===== src/rtl/seg_display_scheduler_pkg.sv =====
// rtl/seg_display_scheduler_pkg.sv - shared constants, state encoding and helpers for the display scheduler
package seg_display_scheduler_pkg;

  localparam int          NUM_DIGITS = 4;
  localparam int          IDX_W      = 2;
  localparam logic [7:0]  SEG_OFF    = 8'hFF;
  localparam logic [3:0]  AN_OFF     = 4'hF;
  localparam logic [3:0]  DUTY_FULL  = 4'd15;

  typedef enum logic {
    ST_BLANK = 1'b0,
    ST_DRIVE = 1'b1
  } slot_state_t;

  // Full duty bypasses the comparator so the digit never drops out for one PWM step.
  function automatic logic pwm_lit(input logic [3:0] duty, input logic [3:0] pwm_cnt);
    return (duty == DUTY_FULL) || (pwm_cnt < duty);
  endfunction

  function automatic logic [NUM_DIGITS-1:0] anode_sel(input logic [IDX_W-1:0] idx);
    return ~(4'b0001 << idx);
  endfunction

endpackage


===== src/rtl/seg_display_scheduler_if.sv =====
// rtl/seg_display_scheduler_if.sv - pattern inputs and display drive outputs of the scheduler
interface seg_display_scheduler_if;
  import seg_display_scheduler_pkg::*;

  logic [7:0]            dig_0;
  logic [7:0]            dig_1;
  logic [7:0]            dig_2;
  logic [7:0]            dig_3;
  logic [NUM_DIGITS-1:0] en_mask;
  logic [3:0]            duty;
  logic [NUM_DIGITS-1:0] an;
  logic [7:0]            sseg;
  logic                  frame_tick;

  modport master (
    output dig_0, dig_1, dig_2, dig_3, en_mask, duty,
    input  an, sseg, frame_tick
  );

  modport slave (
    input  dig_0, dig_1, dig_2, dig_3, en_mask, duty,
    output an, sseg, frame_tick
  );

endinterface


===== src/rtl/seg_display_scheduler_slot_timer.sv =====
// rtl/seg_display_scheduler_slot_timer.sv - per-slot cycle counter, digit index and frame/phase strobes
module seg_display_scheduler_slot_timer
  import seg_display_scheduler_pkg::*;
#(
  parameter int SLOT_CYCLES  = 50000,
  parameter int BLANK_CYCLES = 500
) (
  input  logic             clk,
  input  logic             reset,
  output logic [IDX_W-1:0] idx,
  output logic             frame_start,
  output logic             blank_last,
  output logic             slot_last
);

  localparam int            CW         = (SLOT_CYCLES > 2) ? $clog2(SLOT_CYCLES) : 1;
  localparam logic [CW-1:0] SLOT_END   = CW'(SLOT_CYCLES - 1);
  localparam logic [CW-1:0] BLANK_END  = CW'(BLANK_CYCLES - 1);

  logic [CW-1:0] cnt;

  // Digit index wraps naturally at NUM_DIGITS because it is exactly IDX_W bits wide.
  always_ff @(posedge clk) begin
    if (reset) begin
      cnt <= '0;
      idx <= '0;
    end else if (cnt == SLOT_END) begin
      cnt <= '0;
      idx <= idx + 1'b1;
    end else begin
      cnt <= cnt + 1'b1;
    end
  end

  assign frame_start = (cnt == '0) && (idx == '0);
  assign blank_last  = (cnt == BLANK_END);
  assign slot_last   = (cnt == SLOT_END);

endmodule


===== src/rtl/seg_display_scheduler.sv =====
// rtl/seg_display_scheduler.sv - multiplexes four digit patterns onto one display with blanking and PWM
module seg_display_scheduler
  import seg_display_scheduler_pkg::*;
#(
  parameter int SLOT_CYCLES  = 50000,
  parameter int BLANK_CYCLES = 500
) (
  input  logic                    clk,
  input  logic                    reset,
  seg_display_scheduler_if.slave  bus
);

  logic [IDX_W-1:0]      idx;
  logic                  frame_start;
  logic                  blank_last;
  logic                  slot_last;

  logic [7:0]            shadow_dig [NUM_DIGITS];
  logic [NUM_DIGITS-1:0] shadow_en;
  logic [3:0]            shadow_duty;
  logic [3:0]            pwm_cnt;
  logic                  drive_on;
  slot_state_t           state;

  seg_display_scheduler_slot_timer #(
    .SLOT_CYCLES  (SLOT_CYCLES),
    .BLANK_CYCLES (BLANK_CYCLES)
  ) u_slot_timer (
    .clk         (clk),
    .reset       (reset),
    .idx         (idx),
    .frame_start (frame_start),
    .blank_last  (blank_last),
    .slot_last   (slot_last)
  );

  // Inputs are only sampled at the frame boundary so a pattern update never tears a frame.
  always_ff @(posedge clk) begin
    if (reset) begin
      for (int i = 0; i < NUM_DIGITS; i++) shadow_dig[i] <= SEG_OFF;
      shadow_en   <= '0;
      shadow_duty <= '0;
    end else if (frame_start) begin
      shadow_dig[0] <= bus.dig_0;
      shadow_dig[1] <= bus.dig_1;
      shadow_dig[2] <= bus.dig_2;
      shadow_dig[3] <= bus.dig_3;
      shadow_en     <= bus.en_mask;
      shadow_duty   <= bus.duty;
    end
  end

  always_ff @(posedge clk) begin
    if (reset) pwm_cnt <= '0;
    else       pwm_cnt <= pwm_cnt + 1'b1;
  end

  assign drive_on = shadow_en[idx] && pwm_lit(shadow_duty, pwm_cnt);

  // State tracks the phase of the current slot count; outputs register one cycle behind it.
  always_ff @(posedge clk) begin
    if (reset) begin
      state          <= ST_BLANK;
      bus.an         <= AN_OFF;
      bus.sseg       <= SEG_OFF;
      bus.frame_tick <= 1'b0;
    end else begin
      bus.frame_tick <= frame_start;
      case (state)
        ST_BLANK: begin
          bus.an   <= AN_OFF;
          bus.sseg <= SEG_OFF;
          if (blank_last) state <= ST_DRIVE;
        end
        ST_DRIVE: begin
          if (drive_on) begin
            bus.an   <= anode_sel(idx);
            bus.sseg <= shadow_dig[idx];
          end else begin
            bus.an   <= AN_OFF;
            bus.sseg <= SEG_OFF;
          end
          if (slot_last) state <= ST_BLANK;
        end
        default: begin
          state    <= ST_BLANK;
          bus.an   <= AN_OFF;
          bus.sseg <= SEG_OFF;
        end
      endcase
    end
  end

endmodule


===== src/flat_wrapper.sv =====
// flat-port wrapper written by rule: the top's interface ports become plain ports
module seg_display_scheduler_flat import seg_display_scheduler_pkg::*;
#(
  parameter int SLOT_CYCLES  = 50000,
  parameter int BLANK_CYCLES = 500
)
  (clk, reset, bus_dig_0, bus_dig_1, bus_dig_2, bus_dig_3, bus_en_mask, bus_duty, bus_an, bus_sseg, bus_frame_tick);
  seg_display_scheduler_if bus_i ();
  input  logic clk;
  input  logic reset;
  input wire logic [$bits(bus_i.dig_0)-1:0] bus_dig_0;
  input wire logic [$bits(bus_i.dig_1)-1:0] bus_dig_1;
  input wire logic [$bits(bus_i.dig_2)-1:0] bus_dig_2;
  input wire logic [$bits(bus_i.dig_3)-1:0] bus_dig_3;
  input wire logic [$bits(bus_i.en_mask)-1:0] bus_en_mask;
  input wire logic [$bits(bus_i.duty)-1:0] bus_duty;
  output wire logic [$bits(bus_i.an)-1:0] bus_an;
  output wire logic [$bits(bus_i.sseg)-1:0] bus_sseg;
  output wire logic [$bits(bus_i.frame_tick)-1:0] bus_frame_tick;
  assign bus_i.dig_0 = bus_dig_0;
  assign bus_i.dig_1 = bus_dig_1;
  assign bus_i.dig_2 = bus_dig_2;
  assign bus_i.dig_3 = bus_dig_3;
  assign bus_i.en_mask = bus_en_mask;
  assign bus_i.duty = bus_duty;
  assign bus_an = bus_i.an;
  assign bus_sseg = bus_i.sseg;
  assign bus_frame_tick = bus_i.frame_tick;
  seg_display_scheduler #(.SLOT_CYCLES(SLOT_CYCLES), .BLANK_CYCLES(BLANK_CYCLES)) u_core (.clk(clk), .reset(reset), .bus(bus_i));
endmodule

===== config.mk =====
export PLATFORM = sky130hd
export DESIGN_NAME = seg_display_scheduler_flat
export DESIGN_NICKNAME = d
export VERILOG_FILES = /design/src/rtl/seg_display_scheduler_pkg.sv /design/src/rtl/seg_display_scheduler_if.sv /design/src/rtl/seg_display_scheduler_slot_timer.sv /design/src/rtl/seg_display_scheduler.sv /design/src/flat_wrapper.sv
export SDC_FILE = /design/constraint.sdc
export NUM_CORES = 1
export LEC_CHECK = 0
export CORE_MARGIN = 4
export CORE_UTILIZATION = 45
export DETAILED_ROUTE_END_ITERATION = 8
export GPL_TIMING_DRIVEN = 0
export PLACE_DENSITY = 0.81
export SKIP_LAST_GASP = 1
export SLEW_MARGIN = 5
export SYNTH_ARGS = -nofsm -noshare
export SYNTH_HDL_FRONTEND = slang
export SYNTH_SLANG_ARGS = --single-unit

===== constraint.sdc =====
create_clock -name clk -period 3.5 [get_ports clk]
set_clock_uncertainty 0.1 [all_clocks]
set_input_delay 0.7 -clock clk [delete_from_list [all_inputs] [get_ports clk]]
set_output_delay 0.7 -clock clk [all_outputs]
set_load 0.005 [all_outputs]

# After elaboration in Yosys (flattened, before gate mapping)

Memory sizes are Yosys's and may differ from the RTL's. A register that Yosys moved wholly into a read port is not among the register bits.
Cells that the tools add are included.

Bits in registers: 44
Bits in writable memories: 32
Input port bits: 42
Word-level logic and storage cells: 51
Memories kept: 1

Memory list:

| name              | depth | width | read ports | clocked after Yosys merged registers in | write ports | RTL line                    | source |
|---|---|---|---|---|---|---|---|
| u_core.shadow_dig | 4     | 8     | 1          | 1                                       | 4           | seg_display_scheduler.sv:18 | `logic [7:0] shadow_dig [NUM_DIGITS];` |

$add $sub $neg: 3
$lt $le $gt $ge: 2
Eq/ne operators: 3
Shift-type cells: 1
Mux-type cells: 20
Bitwise logic cells: 6
Reduce and logical (&&, ||, !) cells: 6

Operator list:

| cell                                                 | number |
|---|---|
| two-way mux 8 bit                                    | 5 |
| adder 16 x 1 -> 16 bit, second input constant        | 1 |
| equality test 16 bit, second input constant          | 1 |
| equality test 16 x 9 -> 1 bit, second input constant | 1 |
| zero test 16 bit                                     | 1 |
| one-hot mux 8 bit (2 select lines)                   | 1 |
| two-way mux 1 bit                                    | 8 |
| one-hot mux 4 bit (2 select lines)                   | 1 |
| adder 4 x 1 -> 4 bit, second input constant          | 1 |
| equality test 4 bit, second input constant           | 1 |
| < comparator 4 bit                                   | 1 |
| two-way mux 2 bit                                    | 2 |
| two-way mux 4 bit                                    | 1 |
| NOT 4 bit                                            | 1 |
| bitwise OR 1 bit                                     | 4 |
| << shifter 1 x 2 -> 4 bit, first input constant      | 1 |
| < comparator 2 x 3 -> 1 bit, second input constant   | 1 |
| adder 2 x 1 -> 2 bit, second input constant          | 1 |
| binary-select mux 1 bit (select 2 bit)               | 1 |
| logical AND 1 bit                                    | 2 |
| zero test 2 bit                                      | 1 |
| one-hot mux 1 bit (2 select lines)                   | 1 |
| OR reduction 2 bit                                   | 1 |
| logical OR 1 bit                                     | 1 |
| NOT 1 bit                                            | 1 |

# Depth between registers and ports, before layout

Gate-level depths: netlist (run 1).

Word-level depth: 6
Depth in mapped cells: 7

# Hierarchy

From an unflattened synthesis (run 1), not the netlist that was laid out.

Cell total of the unflattened synthesis: 278
Area total of the unflattened synthesis: 3382.0 um2

Modules (own cells, without submodules):

| module                           | times used | cells each | area an instance (um2) | sequential area each (um2) |
|---|---|---|---|---|
| seg_display_scheduler            | 1          | 177        | 2476.1                 | 1481.4 |
| seg_display_scheduler_slot_timer | 1          | 101        | 905.9                  | 360.3 |

# Least setup slack after synthesis (run 1)

No wires, ideal clock.

Kind: input port to flip-flop
Start point: in reset
End point: mem u_core.shadow_dig[0][0] (enable)
Arrival time: 1938 ps
Data required time: 3013 ps
Slack: 1076 ps
Stages on the path: 4
Cell sequence: clkbuf_1 -> o21ba_1 -> buf_2 -> inv_1

RTL lines:

| element         | RTL line                    | source |
|---|---|---|
| start, declared | flat_wrapper.sv:10          | `input logic reset;` |
| end, declared   | seg_display_scheduler.sv:18 |  |

==> out/qor.txt, run 1 <==
net switching power: 0.410 mW
fin crit share: 84.0%
post-synth top area share: 29.8%
grt total ovfl: 0
antenna diode count: 0
largest net degree at the start of global routing: 33
setup TNS: 0 ns
GP Congestion: 0.806
Peak VDD IR: 0.180 mV
Post-synth top cells: dfxtp_1 (46), nand2b_1 (42), edfxtp_1 (32)
Power per Cell Area: 463 nW/um^2
Critical Path AT: 2.81 ns
post-synthesis mux area share: 6.59%
gate count after technology mapping: 263
Slew headroom: 22.1%
Crit. End Element: flip-flop
PostCTS Resize Cnt: 0
core area: 6870 um^2
Clock Power Share: 38.1%
DR iter-0 viols: 103
initial antenna violation count: 0
Async SR Flop Fraction: 0%
non-filler cells, final: 429
unrepaired setup endpoints after global routing: false
Layout Nets: 380
Clock Tree Buf Depth: 2
Initial Utilization: 47.0%
share of layout cells above drive strength 1: 10.8%
# DRC: 0
FF-to-FF Start: u_core.u_slot_timer.idx[0]$_SDFFE_PP0N_
share of power burned in registers: 53.5%
H-tree levels: 3
setup bufs post-CTS: 0
Required @ worst endpoint: 3.37 ns
placed cell count: 413
router iterations before antenna repair: 4
Mapped Area: 3230 um^2
vias in the first global route: 2172
hpwl dp: 4510 um
Hold Crit Endpoint: u_core.pwm_cnt[0]$_SDFF_PP0_
Unique masters post-synth: 34
max frequency: 340 MHz
Antenna Nets Post-Route: 0
Synth area leader: edfxtp_1
Rows: 30
Die Ht: 92.7 um
internal reg-to-reg setup slack: 0.80 ns
Synth Area in Simple Gates: 19.7%
Die Width: 92.7 um
Synth Area in Compound Gates: 3.45%
vias per cell: 4.97
XOR/XNOR Fraction of Synth Area: 4.62%
Adder-Cell Fraction of Synth Area: 3.88%
path depth of the worst reg2reg path: 7
average cell area after synthesis: 12.3 um^2
Synth area leaders: edfxtp_1 (30%), dfxtp_1 (29%), nand2b_1 (8.1%), mux4_2 (6.3%), ha_1 (3.9%)
Clk Latency, worst-skew pair: 0.35 ns
Tmin final: 2.94 ns
Detailed Route WL: 6240 um
Worst Setup Path Type: primary input to flip-flop
gr usage total: 15.7%
Final setup viols: 0
TritonCTS clock tree: done
port bufs: 54
WL/cell: 14.5 um
sw frac: 21.6%
worst r2r dst: u_core.shadow_dig[1][4]$_SDFFCE_PN1P_
Post-Syn Nets: 315
Post-synth top flop: dfxtp_1
most common cell in the synthesized netlist: dfxtp_1
crit start category: primary input
HP Start: u_core.pwm_cnt[0]$_SDFF_PP0_
Hold-fix buffers, CTS: 0
EDFF count, synth: 32
Final Max Slew Viols: 0
largest family of logic cells by synthesized area: simple AND/OR/NAND/NOR gates
top-level I/O count: 55
sequential-to-total area share from yosys stat: 58.3%
Worst Tran Pin Value: 1.17 ns
Synthesis Warnings: 0
clk slew on worst S/H paths: 0.08 ns
global-route wire length before repair: 10200 um
area grow syn2layout: 27.1%
CTS Sinks: 78
Leakage: 1.45 nW
max_cap viols: 0
Final Hold Fails: 0
Int Power: 1.49 mW
outcome: completed
Hold Path Depth: 1
area of the die: 8590 um^2
combinational group share of total power: 8.4%
worst min-delay path class: flip-flop to flip-flop
via count: 2130
Clock Tree Root: clkbuf_8
#FFs+latches synth: 78
crit-path max FO: 32
Num CTS Buffers: 9
## power groups by stage
stage          sequential (mW)  combinational (mW)  clock, mW
6_report                  1.02               0.160      0.722
5_1_grt                   1.02               0.177      0.777
4_1_cts                   1.02               0.162      0.736
3_5_place_dp              1.04               0.161          0
3_3_place_gp              1.03               0.155          0
2_1_floorplan             1.03              0.0888          0
## metal layers
| metal | vias to the layer above | routed length, um | track usage, % |
|---|---|---|---|
| li1 | 1046 | - | - |
| met1 | 1009 | 2510 | 17.8 |
| met2 | 59 | 3160 | 26.6 |
| met3 | 16 | 346 | 4.06 |
| met4 | 0 | 216 | 9.28 |
| met5 | - | 0 | 0 |
## stage by stage
step	utilization, %	setup slack (ns)	cell area (um^2)	hold WS, ns	total power [mW]
3_3_place_gp	56.6	0.208	3890	0.342	1.19
6_report	59.7	0.561	4100	0.366	1.90
2_1_floorplan	-	1.08	3230	0.326	1.12
5_1_grt	59.7	0.369	4100	0.410	1.97
4_1_cts	59.7	0.545	4100	0.371	1.91
3_5_place_dp	56.6	0.164	3890	0.353	1.20
## placed cells by master, fill, tap and decap left out, types with 2 or more instances in the layout
master	n
buf_4	4
nor3_2	2
and3_1	3
nand3_1	5
inv_1	9
and4_1	5
clkbuf_1	3
dfxtp_1	46
nand2b_1	42
nand4_1	9
mux4_2	9
clkdlybuf4s50_1	54
buf_2	6
edfxtp_1	32
a22o_1	8
xnor2_1	4
nor4bb_1	2
nand2_1	10
bufinv_16	2
nor2b_1	4
clkbuf_8	9
nor2_1	24
clkinv_4	2
ha_1	10
xor2_1	13
nor3_1	2
## worst max-delay path by stage
stage / start / to
global placement: reset / u_core.shadow_dig[2][7]$_SDFFCE_PN1P_
finish: reset / u_core.shadow_dig[1][4]$_SDFFCE_PN1P_
global route: reset / u_core.shadow_dig[1][4]$_SDFFCE_PN1P_
detailed placement: reset / u_core.shadow_dig[2][1]$_SDFFCE_PN1P_
floorplan: reset / u_core.shadow_dig[0][0]$_SDFFCE_PN1P_
CTS: reset / u_core.shadow_dig[0][7]$_SDFFCE_PN1P_
## cells by family after synthesis
group / Yosys count
mux: 10
flops: 78
simple gates: 112
buf+inv: 23
compound gates: 13
xor+xnor: 17
fa+ha+maj: 10
## cell type report
type / instances / area, um^2
flip-flops and latches: 78 / 1880
repair buffers: 54 / 541
fillers: 541 / 2770
clock buffers: 10 / 128
clock inverters: 6 / 86.3
inverters: 9 / 33.8
multi-input cells: 162 / 1230
well taps: 96 / 120
plain buffers: 14 / 76.3
## sequential cells by signal, summed over array words and instances (netlist names), named ones only
signal / flops
u_core.u_slot_timer.idx: 2
u_core.bus.frame_tick: 1
u_core.state: 1
u_core.shadow_en: 4
u_core.bus.sseg: 8
u_core.u_slot_timer.cnt: 16
u_core.bus.an: 4
u_core.pwm_cnt: 4
u_core.shadow_duty: 4
u_core.shadow_dig: 32
## critical path: stages
cell and delay (ns):
clkdlybuf4s50_1 0.50, clkbuf_1 0.36, o21ba_1 0.20, buf_2 0.18, inv_1 0.86
Note: power is estimated with default switching activity, not from simulation.
==> inputs of run 2 (changes only) <==
- PLACE_DENSITY: 0.81 -> 0.83
- clock period: 3.5 -> 2.6 ns (I/O delays scaled with it)
==> run 2 against run 1 <==
Via count is 1.4% lower. Wire length is 1.8% lower. First-iteration DRC count is 19% higher. Die area stayed put. Combinational power is 36% higher. Critical path depth stayed put. Core utilization hardly changed. Sequential share of layout area hardly changed. Clock power is 28% higher. Design area hardly changed. Total power is 32% higher. Final cell count is 0.23% higher.
==> out/qor.txt, run 2 (synthesis results as in run 1) <==
max frequency: 441 MHz
Clock Tree Root: clkbuf_8
CP max stage cell: clkdlybuf4s50_1
H-tree levels: 3 (unchanged)
core area: 6870 um^2 (unchanged)
max_cap viols: 0 (unchanged)
Worst Tran Pin Value: 0.509 ns (-0.658 ns)
non-filler cells, final: 430 (+0.23%)
Placed Area: 3890 um^2 (unchanged)
Clk Latency, worst-skew pair: 0.34 ns (about the same)
buffer and inverter count on the worst path: 4 (unchanged)
worst min-delay path class: flip-flop to flip-flop
Final Power: 2.51 mW (+32%)
DR iter-0 viols: 123 (+19%)
grt total ovfl: 0 (unchanged)
Leakage: 1.44 nW (-0.50%)
Initial Utilization: 47.0% (unchanged)
Num CTS Buffers: 9 (unchanged)
Clock Tree Buf Depth: 2 (unchanged)
max reg flops: 32 (unchanged)
placed cell count: 413 (unchanged)
commonest non-fill, non-tap cell in the layout: clkdlybuf4s50_1
Crit. End Element: flip-flop
crit start category: primary input
fin crit share: 87.2%
via count: 2101 (-1.4%)
Int Power: 1.96 mW (+32%)
hpwl dp: 4320 um (-4.1%)
Clock Power Share: 36.9% (-1.2 points)
Top reg by flops: u_core.shadow_dig
biggest regs: u_core.shadow_dig x32, u_core.u_slot_timer.cnt x16, u_core.bus.sseg x8
TritonCTS clock tree: done
GP Congestion: 0.863 (+7.1%)
Detailed Route WL: 6120 um (-1.8%)
CTS Sinks: 78 (unchanged)
area of the die: 8590 um^2 (unchanged)
outcome: completed
Tmin final: 2.27 ns
global-route wire length before repair: 9780 um (-4.3%)
WL/cell: 14.2 um (-2.1%)
port bufs: 54 (unchanged)
Die Ht: 92.7 um (unchanged)
Critical Path AT: 2.16 ns (-0.65 ns)
# DRC: 0 (unchanged)
clk slew on worst S/H paths: 0.07 ns (about the same)
sw frac: 21.7% (+0.034 points)
Peak VDD IR: 0.259 mV (+44%)
final core utilization: 59.7% (about the same)
share of power burned in registers: 54.4% (+0.9 points)
Die Width: 92.7 um (unchanged)
Power per Cell Area: 612 nW/um^2 (+32%)
vias per cell: 4.89 (-1.6%)
Layout Nets: 381 (+0.26%)
initial antenna violation count: 0 (unchanged)
Final Max Slew Viols: 0 (unchanged)
CP delay by family, top: buffers and inverters
CP peak stage delay: 0.44 ns (-0.42 ns)
Rows: 30 (unchanged)
most frequent cells in the layout: clkdlybuf4s50_1 (54), dfxtp_1 (46), nand2b_1 (42)
gr usage total: 15.0% (-0.76 points)
crit-path cells: clkdlybuf4s50_1 -> clkbuf_1 -> o21ba_1 -> buf_2 -> clkinvlp_4
Antenna Nets Post-Route: 0 (unchanged)
unrepaired setup endpoints after global routing: false
cell area after layout: 4100 um^2 (about the same)
vias in the first global route: 2094 (-3.6%)
Final Hold Fails: 0 (unchanged)
Final setup viols: 0 (unchanged)
Required @ worst endpoint: 2.49 ns (-0.88 ns)
largest net degree at the start of global routing: 33 (unchanged)
share of layout cells above drive strength 1: 11.1% (+0.27 points)
antenna diode count: 0 (unchanged)
area grow syn2layout: 27.1% (about the same)
setup TNS: 0 ns (unchanged)
top-level I/O count: 55 (unchanged)
combinational group share of total power: 8.7% (+0.3 points)
crit-path max FO: 16 (-50%)
setup bufs post-CTS: 0 (unchanged)
router iterations before antenna repair: 4 (unchanged)
Worst Setup Path Type: primary input to flip-flop
Slew headroom: 66.1% (+44 points)
net switching power: 0.544 mW (+32%)
==> run 2: cell count changes in the layout (fill, tap and decap cells not counted) <==
cell and change:
clkinvlp_4 +2, inv_1 -1, inv_4 +1, clkbuf_16 +1, bufinv_16 -1, clkinv_4 -2, clkbuf_1 +2, clkinv_1 -1
==> run 2: metrics by stage <==
stage / hold slack [ns] / setup WS, ns
final: 0.368 / 0.332
after CTS: 0.370 / 0.0339
after global placement: 0.342 / -0.513
after detailed placement: 0.352 / -0.601
after global routing: 0.407 / 0.182
after floorplan: 0.326 / 0.314
==> run 2: final cells by class <==
| cell class | instances | area (um^2) |
|---|---|---|
| Timing Repair Buffer | 54 | 541 |
| Clock inverter | 3 | 41.3 |
| Clock buffer | 13 | 160 |
| Buffer | 14 | 76.3 |
| Sequential cell | 78 | 1880 |
| Multi-Input combinational cell | 162 | 1230 |
| Inverter | 9 | 37.5 |
| Timing Repair inverter | 1 | 7.51 |
| Tap cell | 96 | 120 |
| Fill cell | 559 | 2770 |
==> run 2: path summary, 6_finish.rpt <==
| kind | depth (start not counted) | start | end | slack [ns] |
|---|---|---|---|---|
| worst min-delay path | 1 | u_core.u_slot_timer.cnt[0]$_SDFF_PP0_ | u_core.u_slot_timer.cnt[0]$_SDFF_PP0_ | 0.37 |
| worst max-delay path | 5 | reset | u_core.shadow_dig[2][5]$_SDFFCE_PN1P_ | 0.33 |
| worst max register to register | 7 | u_core.u_slot_timer.idx[0]$_SDFFE_PP0N_ | u_core.shadow_dig[2][5]$_SDFFCE_PN1P_ | 0.39 |
| worst min register to register | 1 | u_core.u_slot_timer.cnt[0]$_SDFF_PP0_ | u_core.u_slot_timer.cnt[0]$_SDFF_PP0_ | 0.37 |
==> run 2: metal layers <==
metal  global-route usage (%)  vias up  routed length [um]  share of wire [%]
li1                         -     1051                   -                  -
met1                     17.4      990                2550                 42
met2                     25.6       50                3180                 52
met3                     3.90       10                 247                4.0
met4                     7.45        0                 137                2.2
met5                        0        -                   0                  0
==> run 2: power groups by stage <==
stage,combinational [mW],sequential (mW),clock (mW)
after global routing,0.239,1.37,0.997
after floorplan,0.120,1.38,0
after CTS,0.219,1.37,0.936
after global placement,0.208,1.39,0
final,0.218,1.37,0.925
after detailed placement,0.216,1.39,0
==> run 2: timing repair <==
| action | in CTS | in global routing |
|---|---|---|
| hold buffers | 0 | 0 |
| resized for setup | 1 | 1 |
| gates cloned | 0 | 1 |
| endpoints found under the setup margin | 32 | 32 |
==> run 2: worst reg2reg max path, cell delays in order, from the launching register on <==
cell	delay (ns)
dfxtp_1	0.39
inv_1	0.11
ha_1	0.23
nor2b_1	0.14
nand4_1	0.09
o21ba_1	0.11
buf_2	0.28
clkinvlp_4	0.41
